<file path="src/rtl/clk_src_sel_ctrl.sv">
`default_nettype none
// -----------------------------------------------------------------------------
// clk_src_sel_ctrl : clock-source health monitor and gapped mux-select control
// Rev 1.0
// -----------------------------------------------------------------------------
module clk_src_sel_ctrl #(
  parameter int WIN_CYCLES = 1000,
  parameter int CNT_W      = 12,
  parameter int PRI_MIN    = 70,
  parameter int PRI_MAX    = 86,
  parameter int SEC_MIN    = 12,
  parameter int SEC_MAX    = 20,
  parameter int GOOD_WIN   = 4,
  parameter int GAP        = 8
) (
  input  logic clk,
  input  logic rst,
  input  logic pri_tgl,
  input  logic sec_tgl,
  input  logic force_sec,
  output logic sel,
  output logic clk_en,
  output logic pri_ok,
  output logic sec_ok,
  output logic switched
);

  localparam int WIN_W = $clog2(WIN_CYCLES);
  localparam int GAP_W = $clog2(GAP);
  localparam int STK_W = $clog2(GOOD_WIN + 1);

  localparam logic [WIN_W-1:0] WIN_LAST = WIN_W'(WIN_CYCLES - 1);
  localparam logic [GAP_W-1:0] GAP_LAST = GAP_W'(GAP - 1);
  localparam logic [GAP_W-1:0] GAP_PRE  = GAP_W'(GAP / 2 - 1);
  localparam logic [CNT_W-1:0] CNT_SAT  = {CNT_W{1'b1}};
  localparam logic [STK_W-1:0] STK_FULL = STK_W'(GOOD_WIN);
  localparam logic [STK_W-1:0] STK_LAST = STK_W'(GOOD_WIN - 1);

  typedef enum logic [2:0] {
    ST_INIT    = 3'd0,
    ST_SEL_PRI = 3'd1,
    ST_SEL_SEC = 3'd2,
    ST_GAP_PRI = 3'd3,
    ST_GAP_SEC = 3'd4
  } state_t;

  logic [WIN_W-1:0] win_cnt;
  logic             win_end;
  logic [1:0]       tgl_in;
  logic [1:0]       ok;

  assign tgl_in  = {sec_tgl, pri_tgl};
  assign win_end = (win_cnt == WIN_LAST);

  always_ff @(posedge clk or posedge rst) begin
    if (rst)          win_cnt <= '0;
    else if (win_end) win_cnt <= '0;
    else              win_cnt <= win_cnt + WIN_W'(1);
  end

  // Index 0 measures the primary source, index 1 the secondary.
  for (genvar i = 0; i < 2; i++) begin : g_src
    localparam logic [CNT_W-1:0] LO = (i == 0) ? CNT_W'(PRI_MIN) : CNT_W'(SEC_MIN);
    localparam logic [CNT_W-1:0] HI = (i == 0) ? CNT_W'(PRI_MAX) : CNT_W'(SEC_MAX);

    logic [2:0]       sync;
    logic             tgl_edge;
    logic [CNT_W-1:0] cnt;
    logic [CNT_W-1:0] cnt_eval;
    logic [STK_W-1:0] streak;
    logic             win_good;
    logic             ok_q;

    // sync[1] is the synchronised level, sync[2] its history.
    assign tgl_edge = sync[1] ^ sync[2];
    assign cnt_eval = (tgl_edge && (cnt != CNT_SAT)) ? cnt + CNT_W'(1) : cnt;
    assign win_good = (cnt_eval >= LO) && (cnt_eval <= HI);
    assign ok[i]    = ok_q;

    always_ff @(posedge clk or posedge rst) begin
      if (rst) begin
        sync   <= '0;
        cnt    <= '0;
        streak <= '0;
        ok_q   <= 1'b0;
      end else begin
        sync <= {sync[1:0], tgl_in[i]};
        if (win_end) begin
          cnt <= '0;
          if (win_good) begin
            if (streak != STK_FULL) streak <= streak + STK_W'(1);
            ok_q <= (streak >= STK_LAST);
          end else begin
            streak <= '0;
            ok_q   <= 1'b0;
          end
        end else begin
          cnt <= cnt_eval;
        end
      end
    end
  end

  assign pri_ok = ok[0];
  assign sec_ok = ok[1];

  state_t           state, state_nxt;
  logic [GAP_W-1:0] gap_cnt, gap_nxt;
  logic             sel_nxt, en_nxt, sw_nxt;
  logic             target_pri;

  assign target_pri = pri_ok && !(force_sec && sec_ok);

  always_ff @(posedge clk or posedge rst) begin
    if (rst) begin
      state    <= ST_INIT;
      gap_cnt  <= '0;
      sel      <= 1'b1;
      clk_en   <= 1'b0;
      switched <= 1'b0;
    end else begin
      state    <= state_nxt;
      gap_cnt  <= gap_nxt;
      sel      <= sel_nxt;
      clk_en   <= en_nxt;
      switched <= sw_nxt;
    end
  end

  always_comb begin
    state_nxt = state;
    gap_nxt   = gap_cnt;
    sel_nxt   = sel;
    en_nxt    = clk_en;
    sw_nxt    = 1'b0;
    case (state)
      ST_INIT: begin
        // Clocks are gated here, so select is parked on primary; enabling
        // waits until that parked value has actually reached the mux.
        en_nxt  = 1'b0;
        sel_nxt = 1'b1;
        if (target_pri) begin
          if (sel) begin
            state_nxt = ST_SEL_PRI;
            en_nxt    = 1'b1;
          end
        end else if (sec_ok) begin
          state_nxt = ST_GAP_SEC;
          gap_nxt   = '0;
        end
      end
      ST_SEL_PRI: begin
        if (!target_pri && sec_ok) begin
          state_nxt = ST_GAP_SEC;
          gap_nxt   = '0;
          en_nxt    = 1'b0;
        end else if (!pri_ok && !sec_ok) begin
          state_nxt = ST_INIT;
          en_nxt    = 1'b0;
        end
      end
      ST_SEL_SEC: begin
        if (target_pri || (pri_ok && !sec_ok)) begin
          state_nxt = ST_GAP_PRI;
          gap_nxt   = '0;
          en_nxt    = 1'b0;
        end else if (!pri_ok && !sec_ok) begin
          state_nxt = ST_INIT;
          en_nxt    = 1'b0;
        end
      end
      ST_GAP_PRI, ST_GAP_SEC: begin
        en_nxt = 1'b0;
        if (gap_cnt == GAP_LAST) begin
          state_nxt = (state == ST_GAP_PRI) ? ST_SEL_PRI : ST_SEL_SEC;
          en_nxt    = 1'b1;
          sw_nxt    = 1'b1;
        end else begin
          gap_nxt = gap_cnt + GAP_W'(1);
          if (gap_cnt == GAP_PRE) sel_nxt = (state == ST_GAP_PRI);
        end
      end
      default: begin
        state_nxt = ST_INIT;
        en_nxt    = 1'b0;
      end
    endcase
  end

endmodule
`default_nettype wire
</file>
<file path="config.mk">
export PLATFORM = sky130hd
export DESIGN_NAME = clk_src_sel_ctrl
export DESIGN_NICKNAME = d
export VERILOG_FILES = /design/src/rtl/clk_src_sel_ctrl.sv
export SDC_FILE = /design/constraint.sdc
export NUM_CORES = 1
export LEC_CHECK = 0
export BUFFER_PORTS_ARGS = -buffer_cell sky130_fd_sc_hd__buf_4
export CAP_MARGIN = 10
export CORE_MARGIN = 1.5
export CORE_UTILIZATION = 60
export CTS_CLUSTER_DIAMETER = 40
export DETAILED_ROUTE_END_ITERATION = 6
export GPL_TIMING_DRIVEN = 0
export PLACE_DENSITY = 0.77
export SETUP_SLACK_MARGIN = 0.3
export SKIP_LAST_GASP = 1
export SYNTH_ARGS = -nofsm -noshare
export SYNTH_HDL_FRONTEND = slang
export SYNTH_SLANG_ARGS = --single-unit
</file>
<file path="constraint.sdc">
create_clock -name clk -period 2.75 [get_ports clk]
set_input_delay 0.6875 -clock clk [delete_from_list [all_inputs] [get_ports clk]]
set_output_delay 0.6875 -clock clk [all_outputs]
set_load 0.005 [all_outputs]
</file>
==> results of run 1 <==
-- flip-flops by register name (all words and copies together) (netlist names) --
signal	cells
switched	1
state	3
g_src.sync	6
g_src.cnt	24
win_cnt	10
gap_cnt	3
g_src.streak	6
sel	1
pri_ok	1
clk_en	1
sec_ok	1
-- worst max-delay path by stage --
stage,from,endpoint
detailed placement,g_src[0].cnt[1]$_DFF_PP0_,g_src[0].streak[1]$_DFFE_PP0P_
finish,g_src[0].cnt[3]$_DFF_PP0_,pri_ok$_DFFE_PP0P_
global route,g_src[0].cnt[3]$_DFF_PP0_,pri_ok$_DFFE_PP0P_
CTS,g_src[0].cnt[0]$_DFF_PP0_,pri_ok$_DFFE_PP0P_
global placement,rst,state[0]$_DFFE_PP0P_
floorplan,g_src[0].cnt[1]$_DFF_PP0_,pri_ok$_DFFE_PP0P_
-- routing by layer --
metal,routed length [µm],up-vias,GRT usage
li1,-,1335,-
met1,3149,1310,0.2920
met2,3307,65,0.3877
met3,248,18,0.05000
met4,182,0,0.09818
met5,0,-,0
-- synthesized netlist by cell type (10+ instances only) --
master,n
dfrtp_1,56
nand3_1,17
xnor2_1,13
and3_1,10
o21ai_0,16
inv_1,17
clkbuf_1,10
nor2_1,46
ha_1,12
xor2_1,13
nand2_1,31
-- repair_timing --
action	CTS	global route
endpoints found under the hold margin	0	0
pin swaps	0	11
buffers inserted	3	8
setup endpoints to repair	6	36
gates resized for setup	4	34
cloned	0	0
-- area by class of cell --
class,instances,area [µm²],share of cell area
Sequential cell,57,1428,0.3627
Buffer,18,95.09,0.02416
Clock buffer,12,165.2,0.04196
Clock inverter,4,73.82,0.01875
Inverter,17,63.81,0.01621
Multi-Input combinational cell,268,1846,0.4688
Tap cell,70,87.58,0.02225
Timing Repair Buffer,21,177.7,0.04514
-- logic make-up (layout without fill, tap and decap cells) --
kind of cell	after synthesis	count (layout)
xor gates and xnor gates	27	27
muxes	10	10
and+or+nand+nor	150	150
adders and majority gates	12	12
AOI/OAI and AO/OA	69	69
buffers and inverters	35	72
DFF	57	57
-- power by group --
part           internal, mW  switching, mW
combinational         0.403          0.510
sequential            0.941          0.114
clock                 0.584          0.337
total                  1.93          0.961
==> impl_metrics.py, run 1 <==
metrics = {
    "status": {
        "run_status": "complete, no violations",
    },
    "synth": {
        "synth_cell_type_count": 61,
        "synth_largest_type_area_fraction": 0.4250,
        "synthesis.nets": 377,
        "fraction_of_synthesized_area_in_multiplexers": 0.03074,
        "synthesis.area_um2": 3297,
        "count_of_flip_flops_with_a_built_in_enable_after_synthesis": 0,
        "synth_top_cell_by_area": "dfrtp_1",
        "synth_top_family_by_area": "simple AND/OR/NAND/NOR gates",
        "synthXorXnorAreaFrac": 0.07400,
        "synth_compound_gate_area_share": 0.1484,
        "synthTopCellsByArea": "dfrtp_1, nor2_1, ha_1",
        "netlist_instances": 360,
        "synthAdderAreaFrac": 0.04554,
        "ys_ff_latch": 57,
        "yosys_warnings": 0,
        "post_synth_and_or_nand_nor_area_fraction": 0.2247,
        "postSynth.topFlopCell": "dfrtp_1",
        "postSynthAreaPerCell_um2": 9.158,
        "async_flop_share": 1.000,
        "seq_area_frac_synth": 0.4330,
    },
    "clock_tree": {
        "cts_sinks": 57,
        "clock_path_buffers": 2,
        "clk_latency_ns": 0.34,
        "path_clk_slew_ns": 0.07,
        "cts_tree": "built",
        "numCtsBuffers": 9,
        "htree_levels": 3,
        "hold_buffers": 0,
        "clk_root_buffer_cell": "clkbuf_8",
    },
    "timing": {
        "max_slew.worst_pin.slew_ns": 0.4581,
        "setup_violators_final": 0,
        "rsz_0062_raised_after_global_routing": "yes",
        "worst_hold_margin_ns": 0.3579,
        "timing.final.max_slew_violations": 0,
        "fin_worst_skew_ns": 0.007849,
        "final.setup.tns_ns": 0,
        "max_freq_mhz": 402.8,
        "postLayoutSetupSlackWorst_ns": 0.2673,
        "period_share": 0.9028,
        "slew_headroom": 0.6918,
        "fin_hold_viols": 0,
        "finalCriticalPeriod_ns": 2.483,
    },
    "placement": {
        "finalWeightedCongestion": 0.8844,
        "post-place-ws_ns": 0.1676,
        "dp_hpwl_mm": 4.359,
        "postPlaceCellArea_um2": 3472,
        "place.port_buffers": 9,
        "placedCellCount": 440,
    },
    "drt": {
        "num_vias": 2728,
        "dr.pass1.iters": 5,
        "drt-vias-per-instance": 5.842,
        "remaining_drc_errors": 0,
        "detailedRoute.firstIterationViolations": 167,
        "detail_route.wirelength_mm": 6.887,
        "route.antenna.remaining_nets": 0,
        "drt-wirelength-per-cell_um": 14.75,
    },
    "critical_path": {
        "critical_path.endpoint_type": "register",
        "critPathMaxStageDelay_ns": 0.47,
        "critical_path_depth": 9,
        "critical_path.top_delay_family": "compound AO/OA/AOI/OAI gates",
        "worstPathRequired_ns": 3.00,
        "cp_slowest_cell": "o41ai_2",
        "worst-path-max-fanout": 8,
        "worst_r2r_start": "g_src[0].cnt[3]$_DFF_PP0_",
        "cp.arrival_ns": 2.74,
        "crit_path_cell_trace": "buf_6, nand4_1, o41ai_2, buf_4, nor3_2, xnor2_2, o2111ai_4, or2_4, o31ai_2",
        "criticalPathCategory": "reg2reg",
        "worst_r2r_path_depth": 9,
        "endpoint_of_the_most_critical_register_to_register_path": "pri_ok$_DFFE_PP0P_",
        "crit_buf_inv": 2,
        "r2r_setup_slack_ns": 0.27,
        "critical_path.startpoint_type": "register",
    },
    "cells_and_area": {
        "n_fill_cell": 356,
        "layout-area-overhead-vs-synth_pct": 19.39,
        "fin_nets": 409,
        "fraction_of_layout_cells_with_a_size_suffix_above_1": 0.2065,
        "mostFrequentLayoutCells": "dfrtp_1, nor2_1, nand2_1, buf_4",
        "non_filler_cells_in_the_finished_layout": 467,
        "antenna-diode-count": 0,
        "most_common_cell_after_layout_fill_and_taps_aside": "dfrtp_1",
        "postLayoutCoreUtil": 0.7563,
        "final_design_area_no_fill_um2": 3936,
    },
    "global_routing": {
        "global_route_wire_length_before_repair_mm": 11.03,
        "grt_start_max_net_pins": 38,
        "antenna_found_initial": 0,
        "first_global_vias": 2525,
        "globalRoute.totalOverflow": 0,
        "grt.total_usage": 0.2330,
    },
    "power": {
        "post-layout-total-power_mw": 2.889,
        "leakage_component_of_the_power_nw": 1.713,
        "powerDensity_nw_per_um2": 733.8,
        "ir_worst_vdd_v": 0.0004556,
    },
    "floorplan": {
        "initial_core_util": 0.6334,
        "ioPinCount": 10,
        "die_w_um": 77.13,
        "coreArea_um2": 5205,
        "floorplan.rows": 26,
        "dieArea_um2": 5948,
        "chipHeight_um": 77.13,
    },
    "job": {
        "cap_violations": 0,
    },
    "hold_path": {
        "worstHoldPathType": "in2async",
    },
}
Power figures use the tool's default switching activity.
==> run 2: changes to the inputs <==
Settings changed: ABC_AREA from default to 1.
==> impl_metrics.py, run 2 <==
metrics = {
    "synth": {
        "synth_cell_type_count": 43,
        "synthesis.area_um2": 3497,
        "yosys_warnings": 0,
        "ys_ff_latch": 57,
        "synthesis.nets": 492,
        "seq_area_frac_synth": 0.4082,
        "postSynth.topFlopCell": "dfrtp_1",
        "synth_top_cell_by_area": "dfrtp_1",
        "synth_top_cells_by_count": "nand2_1, inv_1, nor2_1, dfrtp_1, nand3_1",
        "netlist_instances": 475,
        "synthTopCellsByArea": "dfrtp_1, nand2_1, inv_1",
        "async_flop_share": 1.000,
        "count_of_flip_flops_with_a_built_in_enable_after_synthesis": 0,
        "postSynthAreaPerCell_um2": 7.362,
        "synth_most_common_cell": "nand2_1",
        "synth_largest_type_area_fraction": 0.4007,
    },
    "power": {
        "powerDensity_nw_per_um2": 656.7,
        "power_frac_seq": 0.417,
        "comb_power_share": 0.256,
        "ir_worst_vdd_v": 0.0005817,
        "power_frac_clock": 0.327,
        "power.share.switching": 0.3435,
        "post-layout-total-power_mw": 2.551,
        "leakage_component_of_the_power_nw": 2.010,
        "total_switching_power_mw": 0.8764,
        "power.internal_mw": 1.675,
    },
    "timing": {
        "fin_worst_skew_ns": 0.009298,
        "timing.final.max_slew_violations": 0,
        "max_slew.worst_pin.slew_ns": 0.5207,
        "finalCriticalPeriod_ns": 2.107,
        "slew_headroom": 0.6497,
        "fin_hold_viols": 0,
        "setup_violators_final": 0,
        "rsz_0062_raised_after_global_routing": "no",
        "max_freq_mhz": 474.5,
        "worst_hold_margin_ns": 0.3406,
        "period_share": 0.7663,
    },
    "drt": {
        "drt-wirelength-per-cell_um": 11.83,
        "detailedRoute.firstIterationViolations": 112,
        "num_vias": 3007,
        "remaining_drc_errors": 0,
        "drt-vias-per-instance": 5.248,
        "route.antenna.remaining_nets": 0,
        "detail_route.wirelength_mm": 6.781,
        "dr.pass1.iters": 5,
    },
    "global_routing": {
        "antenna_found_initial": 0,
        "globalRoute.totalOverflow": 0,
        "first_global_vias": 2907,
        "grt.total_usage": 0.2456,
        "grt_start_max_net_pins": 39,
        "global_route_wire_length_before_repair_mm": 12.11,
    },
    "hold_path": {
        "worstHoldPathType": "reg2reg",
        "worstHoldStart": "g_src[0].sync[0]$_DFF_PP0_",
    },
    "critical_path": {
        "critical_path.startpoint_type": "register",
        "worst-path-max-fanout": 10,
        "crit_buf_inv": 1,
        "startpoint": "g_src[0].cnt[0]$_DFF_PP0_",
        "cp_slowest_cell": "dfrtp_1",
        "cp.arrival_ns": 2.33,
        "worstPathRequired_ns": 2.98,
        "critical_path.top_delay_family": "simple AND/OR/NAND/NOR gates",
        "critPathMaxStageDelay_ns": 0.41,
        "critical_path.endpoint_type": "register",
        "criticalPathCategory": "reg2reg",
        "worst_r2r_start": "g_src[0].cnt[0]$_DFF_PP0_",
        "most_frequent_cp_cell": "nand2_1",
        "crit_path_cell_trace": "ha_1, inv_2, nor2_4, nand3_4, nand2_4, nand2_1, o21ai_1, nand3_1, nand2_1, nand2_1, nand3b_1, nand2_1, nand2_1, nand2_1",
    },
    "placement": {
        "postPlaceCellArea_um2": 3675,
        "finalWeightedCongestion": 0.8716,
        "dp_hpwl_mm": 5.090,
        "place.port_buffers": 9,
    },
    "cells_and_area": {
        "postLayoutCoreUtil": 0.6970,
        "mostFrequentLayoutCells": "nand2_1, inv_1, nor2_1, dfrtp_1, nand3_1",
        "fin_nets": 513,
        "final_design_area_no_fill_um2": 3885,
        "largest_register_ffs": 24,
        "fraction_of_layout_cells_with_a_size_suffix_above_1": 0.1317,
        "biggestRegsByFlops": "g_src.cnt x24, win_cnt x10",
        "top_register": "g_src.cnt",
        "most_common_cell_after_layout_fill_and_taps_aside": "nand2_1",
        "antenna-diode-count": 0,
        "layout-area-overhead-vs-synth_pct": 11.09,
    },
    "floorplan": {
        "floorplan.rows": 27,
        "dieArea_um2": 6296,
        "chipHeight_um": 79.35,
        "coreArea_um2": 5574,
        "initial_core_util": 0.6274,
        "ioPinCount": 10,
        "die_w_um": 79.35,
    },
    "clock_tree": {
        "clk_latency_ns": 0.34,
        "post-cts-setup-buffers": 0,
        "htree_levels": 3,
        "cts_tree": "built",
        "hold_buffers": 0,
        "clk_root_buffer_cell": "clkbuf_8",
        "post_cts_resize_count": 0,
        "clock_path_buffers": 2,
        "numCtsBuffers": 9,
        "path_clk_slew_ns": 0.07,
        "cts_sinks": 57,
    },
    "status": {
        "run_status": "complete, no violations",
    },
    "job": {
        "cap_violations": 0,
    },
}
[run 2: worst paths after layout]
kind,cells after the start,end,slack (ns)
worst min register to register,0,g_src[0].sync[1]$_DFF_PP0_,0.34
worst max-delay path,14,g_src[0].streak[1]$_DFFE_PP0P_,0.64
max in group asynchronous,3,sel$_DFFE_PP1P_,1.78
worst min-delay path,0,g_src[0].sync[1]$_DFF_PP0_,0.34
min in group asynchronous,2,g_src[0].cnt[3]$_DFF_PP0_,0.36
worst max register to register,14,g_src[0].streak[1]$_DFFE_PP0P_,0.64
[run 2: metrics by stage]
step	worst slack, ns	cells	setup TNS (ns)
floorplan	0.6645	475	0
global placement	-0.09164	556	-4.979
detailed placement	0.6456	557	0
CTS	0.6379	573	0
global route	0.3935	573	0
finish	0.6427	573	0
[run 2: power by group through the flow]
stage          combinational [mW]  clock [mW]  sequential [mW]
2_1_floorplan               0.538           0             1.05
3_3_place_gp                0.615           0             1.07
5_1_grt                     0.749       0.891             1.08
3_5_place_dp                0.642           0             1.07
6_report                    0.652       0.835             1.06
4_1_cts                     0.652       0.856             1.06
[run 2: cells by family after synthesis]
| group | count (synthesis) | share of synthesized area |
|---|---|---|
| compound gates | 38 | 0.06477 |
| simple gates | 273 | 0.3631 |
| xor+xnor | 7 | 0.01968 |
| mux | 1 | 0.002862 |
| buf+inv | 87 | 0.09839 |
| fa+ha+maj | 12 | 0.04293 |
| flops | 57 | 0.4082 |
[run 2: final cells by class]
| type | instances | area (µm²) |
|---|---|---|
| Multi-Input combinational cell | 331 | 1725 |
| Tap cell | 72 | 90.09 |
| Timing Repair Buffer | 10 | 87.58 |
| Buffer | 4 | 27.53 |
| Inverter | 83 | 316.6 |
| Clock inverter | 6 | 82.58 |
| Fill cell | 495 | 1689 |
| Sequential cell | 57 | 1428 |
| Clock buffer | 10 | 127.6 |
[run 2: routing by layer]
| layer | wire (µm) | up-vias | global-route usage |
|---|---|---|---|
| met2 | 3320 | 45 | 0.4385 |
| met5 | 0 | - | 0 |
| met1 | 3140 | 1407 | 0.2891 |
| met4 | 128 | 0 | 0.09298 |
| met3 | 191 | 18 | 0.05057 |
| li1 | - | 1537 | - |
==> run 3: changes to the inputs <==
Settings changed: CORE_UTILIZATION 60 to 56, PLACE_DENSITY 0.77 to 0.76.
Clock period 2.75 ns to 1.7 ns, I/O delays scaled along.
==> impl_metrics.py, run 3 (same netlist as run 2, synthesis figures left out) <==
metrics = {
    "timing": {
        "max_slew.worst_pin.slew_ns": 0.3405,
        "slew_headroom": 0.7713,
        "fin_hold_viols": 0,
        "postLayoutSetupSlackWorst_ns": -0.3799,
        "worst_hold_margin_ns": 0.05593,
        "period_share": 1.223,
        "setup_violators_final": 8,
        "rsz_0062_raised_after_global_routing": "yes",
        "fin_worst_skew_ns": 0.01839,
        "timing.final.max_slew_violations": 0,
        "finalCriticalPeriod_ns": 2.080,
        "max_freq_mhz": 480.8,
    },
    "clock_tree": {
        "clk_root_buffer_cell": "clkbuf_8",
        "cts_tree": "built",
        "clk_latency_ns": 0.35,
        "clock_path_buffers": 2,
        "numCtsBuffers": 9,
        "hold_buffers": 0,
        "cts_sinks": 57,
        "htree_levels": 3,
        "path_clk_slew_ns": 0.07,
    },
    "global_routing": {
        "global_route_wire_length_before_repair_mm": 13.48,
        "globalRoute.totalOverflow": 0,
        "grt_start_max_net_pins": 58,
        "first_global_vias": 3107,
        "antenna_found_initial": 0,
        "grt.total_usage": 0.2656,
    },
    "placement": {
        "place.port_buffers": 9,
        "dp_hpwl_mm": 4.941,
        "postPlaceCellArea_um2": 3742,
        "finalWeightedCongestion": 0.8351,
    },
    "floorplan": {
        "coreArea_um2": 5991,
        "floorplan.rows": 28,
        "ioPinCount": 10,
        "dieArea_um2": 6728,
        "initial_core_util": 0.5838,
        "chipHeight_um": 82.03,
        "die_w_um": 82.03,
    },
    "drt": {
        "dr.pass1.iters": 6,
        "num_vias": 3597,
        "remaining_drc_errors": 0,
        "drt-wirelength-per-cell_um": 16.65,
        "drt-vias-per-instance": 5.629,
        "detail_route.wirelength_mm": 10.64,
        "detailedRoute.firstIterationViolations": 311,
        "route.antenna.remaining_nets": 0,
    },
    "critical_path": {
        "critical_path.endpoint_type": "register",
        "cp.arrival_ns": 2.36,
        "worstPathRequired_ns": 1.98,
        "r2r_setup_slack_ns": -0.38,
        "worst-path-max-fanout": 5,
        "worst_r2r_start": "g_src[1].cnt[0]$_DFF_PP0_",
        "criticalPathCategory": "reg2reg",
        "critical_path.startpoint_type": "register",
        "endpoint_of_the_most_critical_register_to_register_path": "g_src[1].streak[0]$_DFFE_PP0P_",
        "worst_r2r_path_depth": 14,
    },
    "status": {
        "run_status": "complete, but fails checks",
        "violated_checks": "negative setup slack",
    },
    "hold_path": {
        "worstHoldPathType": "in2async",
    },
    "cells_and_area": {
        "biggestRegsByFlops": "g_src.cnt x24, win_cnt x10",
        "antenna-diode-count": 0,
        "top_register": "g_src.cnt",
        "mostFrequentLayoutCells": "nand2_1, inv_1, buf_4, dfrtp_1, nand2_2",
        "most_common_cell_after_layout_fill_and_taps_aside": "nand2_1",
        "final_design_area_no_fill_um2": 5021,
        "layout-area-overhead-vs-synth_pct": 43.58,
        "postLayoutCoreUtil": 0.8381,
        "largest_register_ffs": 24,
        "fin_nets": 576,
        "fraction_of_layout_cells_with_a_size_suffix_above_1": 0.4468,
        "n_fill_cell": 305,
    },
    "power": {
        "ir_worst_vdd_v": 0.0008720,
        "power_frac_seq": 0.364,
        "leakage_component_of_the_power_nw": 2.410,
        "powerDensity_nw_per_um2": 968.1,
        "power.share.switching": 0.3829,
        "power.internal_mw": 2.999,
        "power_frac_clock": 0.266,
        "total_switching_power_mw": 1.861,
        "comb_power_share": 0.370,
    },
    "job": {
        "cap_violations": 0,
    },
}
==> run 3: cell types whose count changed in the layout (fill, tap and decap cells not counted), moves of 9 or more <==
cell / delta
nand2_1: -36
buf_4: +45
buf_6: +14
nand2_2: +32
inv_1: -16
nand3_1: -12
nor2_2: +9
nand3_2: +9
nor2_1: -27
inv_2: +12
nor2_4: +18
==> run 3: power by group through the flow <==
stage	Clock, mW	Sequential, mW	Combinational (mW)
final	1.29	1.77	1.80
after global routing	1.38	1.79	1.96
after CTS	1.28	1.72	1.42
after detailed placement	0	1.75	1.11
after global placement	0	1.74	1.07
after floorplan	0	1.70	0.936
==> run 3: critical path, cell delays in order, from the launching register on <==
cell	delay (ns)
dfrtp_1	0.36
ha_2	0.20
nand2_2	0.07
nor2_4	0.16
nand3_4	0.13
buf_6	0.16
nand2_2	0.07
nand2_2	0.06
nand2_2	0.08
nand4_1	0.12
nor2_2	0.15
nand3_2	0.13
nor2_1	0.13
nand3_1	0.10
nand2_1	0.08
==> run 3: metal layers <==
| metal | wire [µm] | vias up | share of wire | track usage |
|---|---|---|---|---|
| met2 | 5552 | 159 | 0.52 | 0.4582 |
| met3 | 602 | 43 | 0.057 | 0.05556 |
| met4 | 361 | 0 | 0.034 | 0.1186 |
| met1 | 4124 | 1720 | 0.39 | 0.3168 |
| li1 | - | 1675 | - | - |
| met5 | 0 | - | 0 | 0 |
==> run 3: worst max path at each step <==
stage / start / end / slack, ns / depth (start not counted)
after floorplan: g_src[1].cnt[0]$_DFF_PP0_ / g_src[1].streak[0]$_DFFE_PP0P_ / -0.03 / 13
after global placement: g_src[1].cnt[1]$_DFF_PP0_ / g_src[1].streak[1]$_DFFE_PP0P_ / -0.23 / 14
after detailed placement: g_src[1].cnt[1]$_DFF_PP0_ / g_src[1].streak[0]$_DFFE_PP0P_ / -0.30 / 14
after CTS: g_src[1].cnt[1]$_DFF_PP0_ / g_src[1].streak[0]$_DFFE_PP0P_ / -0.30 / 14
after global routing: g_src[1].cnt[0]$_DFF_PP0_ / g_src[1].streak[0]$_DFFE_PP0P_ / -0.49 / 13
final: g_src[1].cnt[0]$_DFF_PP0_ / g_src[1].streak[0]$_DFFE_PP0P_ / -0.38 / 14
==> run 3: cell type report <==
class                           count  area (µm²)  area share
Multi-Input combinational cell    332        2282      0.4545
Sequential cell                    57        1435      0.2858
Timing Repair Buffer               71       608.1      0.1211
Inverter                           83       335.3     0.06678
Clock buffer                       11       141.4     0.02816
Tap cell                           75       93.84     0.01869
Buffer                              4       58.81     0.01171
Clock inverter                      5       55.05     0.01096
Timing Repair inverter              1       11.26    0.002243
==> run 3: stage by stage <==
step	std cells	setup TNS (ns)	worst slack, ns	power, mW
2_1_floorplan	475	-0.06781	-0.03390	2.639
3_3_place_gp	559	-1.631	-0.2326	2.815
3_5_place_dp	559	-2.071	-0.3041	2.866
4_1_cts	617	-1.529	-0.2996	4.424
5_1_grt	639	-3.306	-0.4854	5.135
6_report	639	-2.435	-0.3799	4.861
==> run 3: timing repair <==
item,CTS,global route
setup endpoints to repair,45,45
setup buffers,37,20
pin swaps,30,55
endpoints found under the hold margin,0,0
cloned,5,1
gates resized for setup,69,107
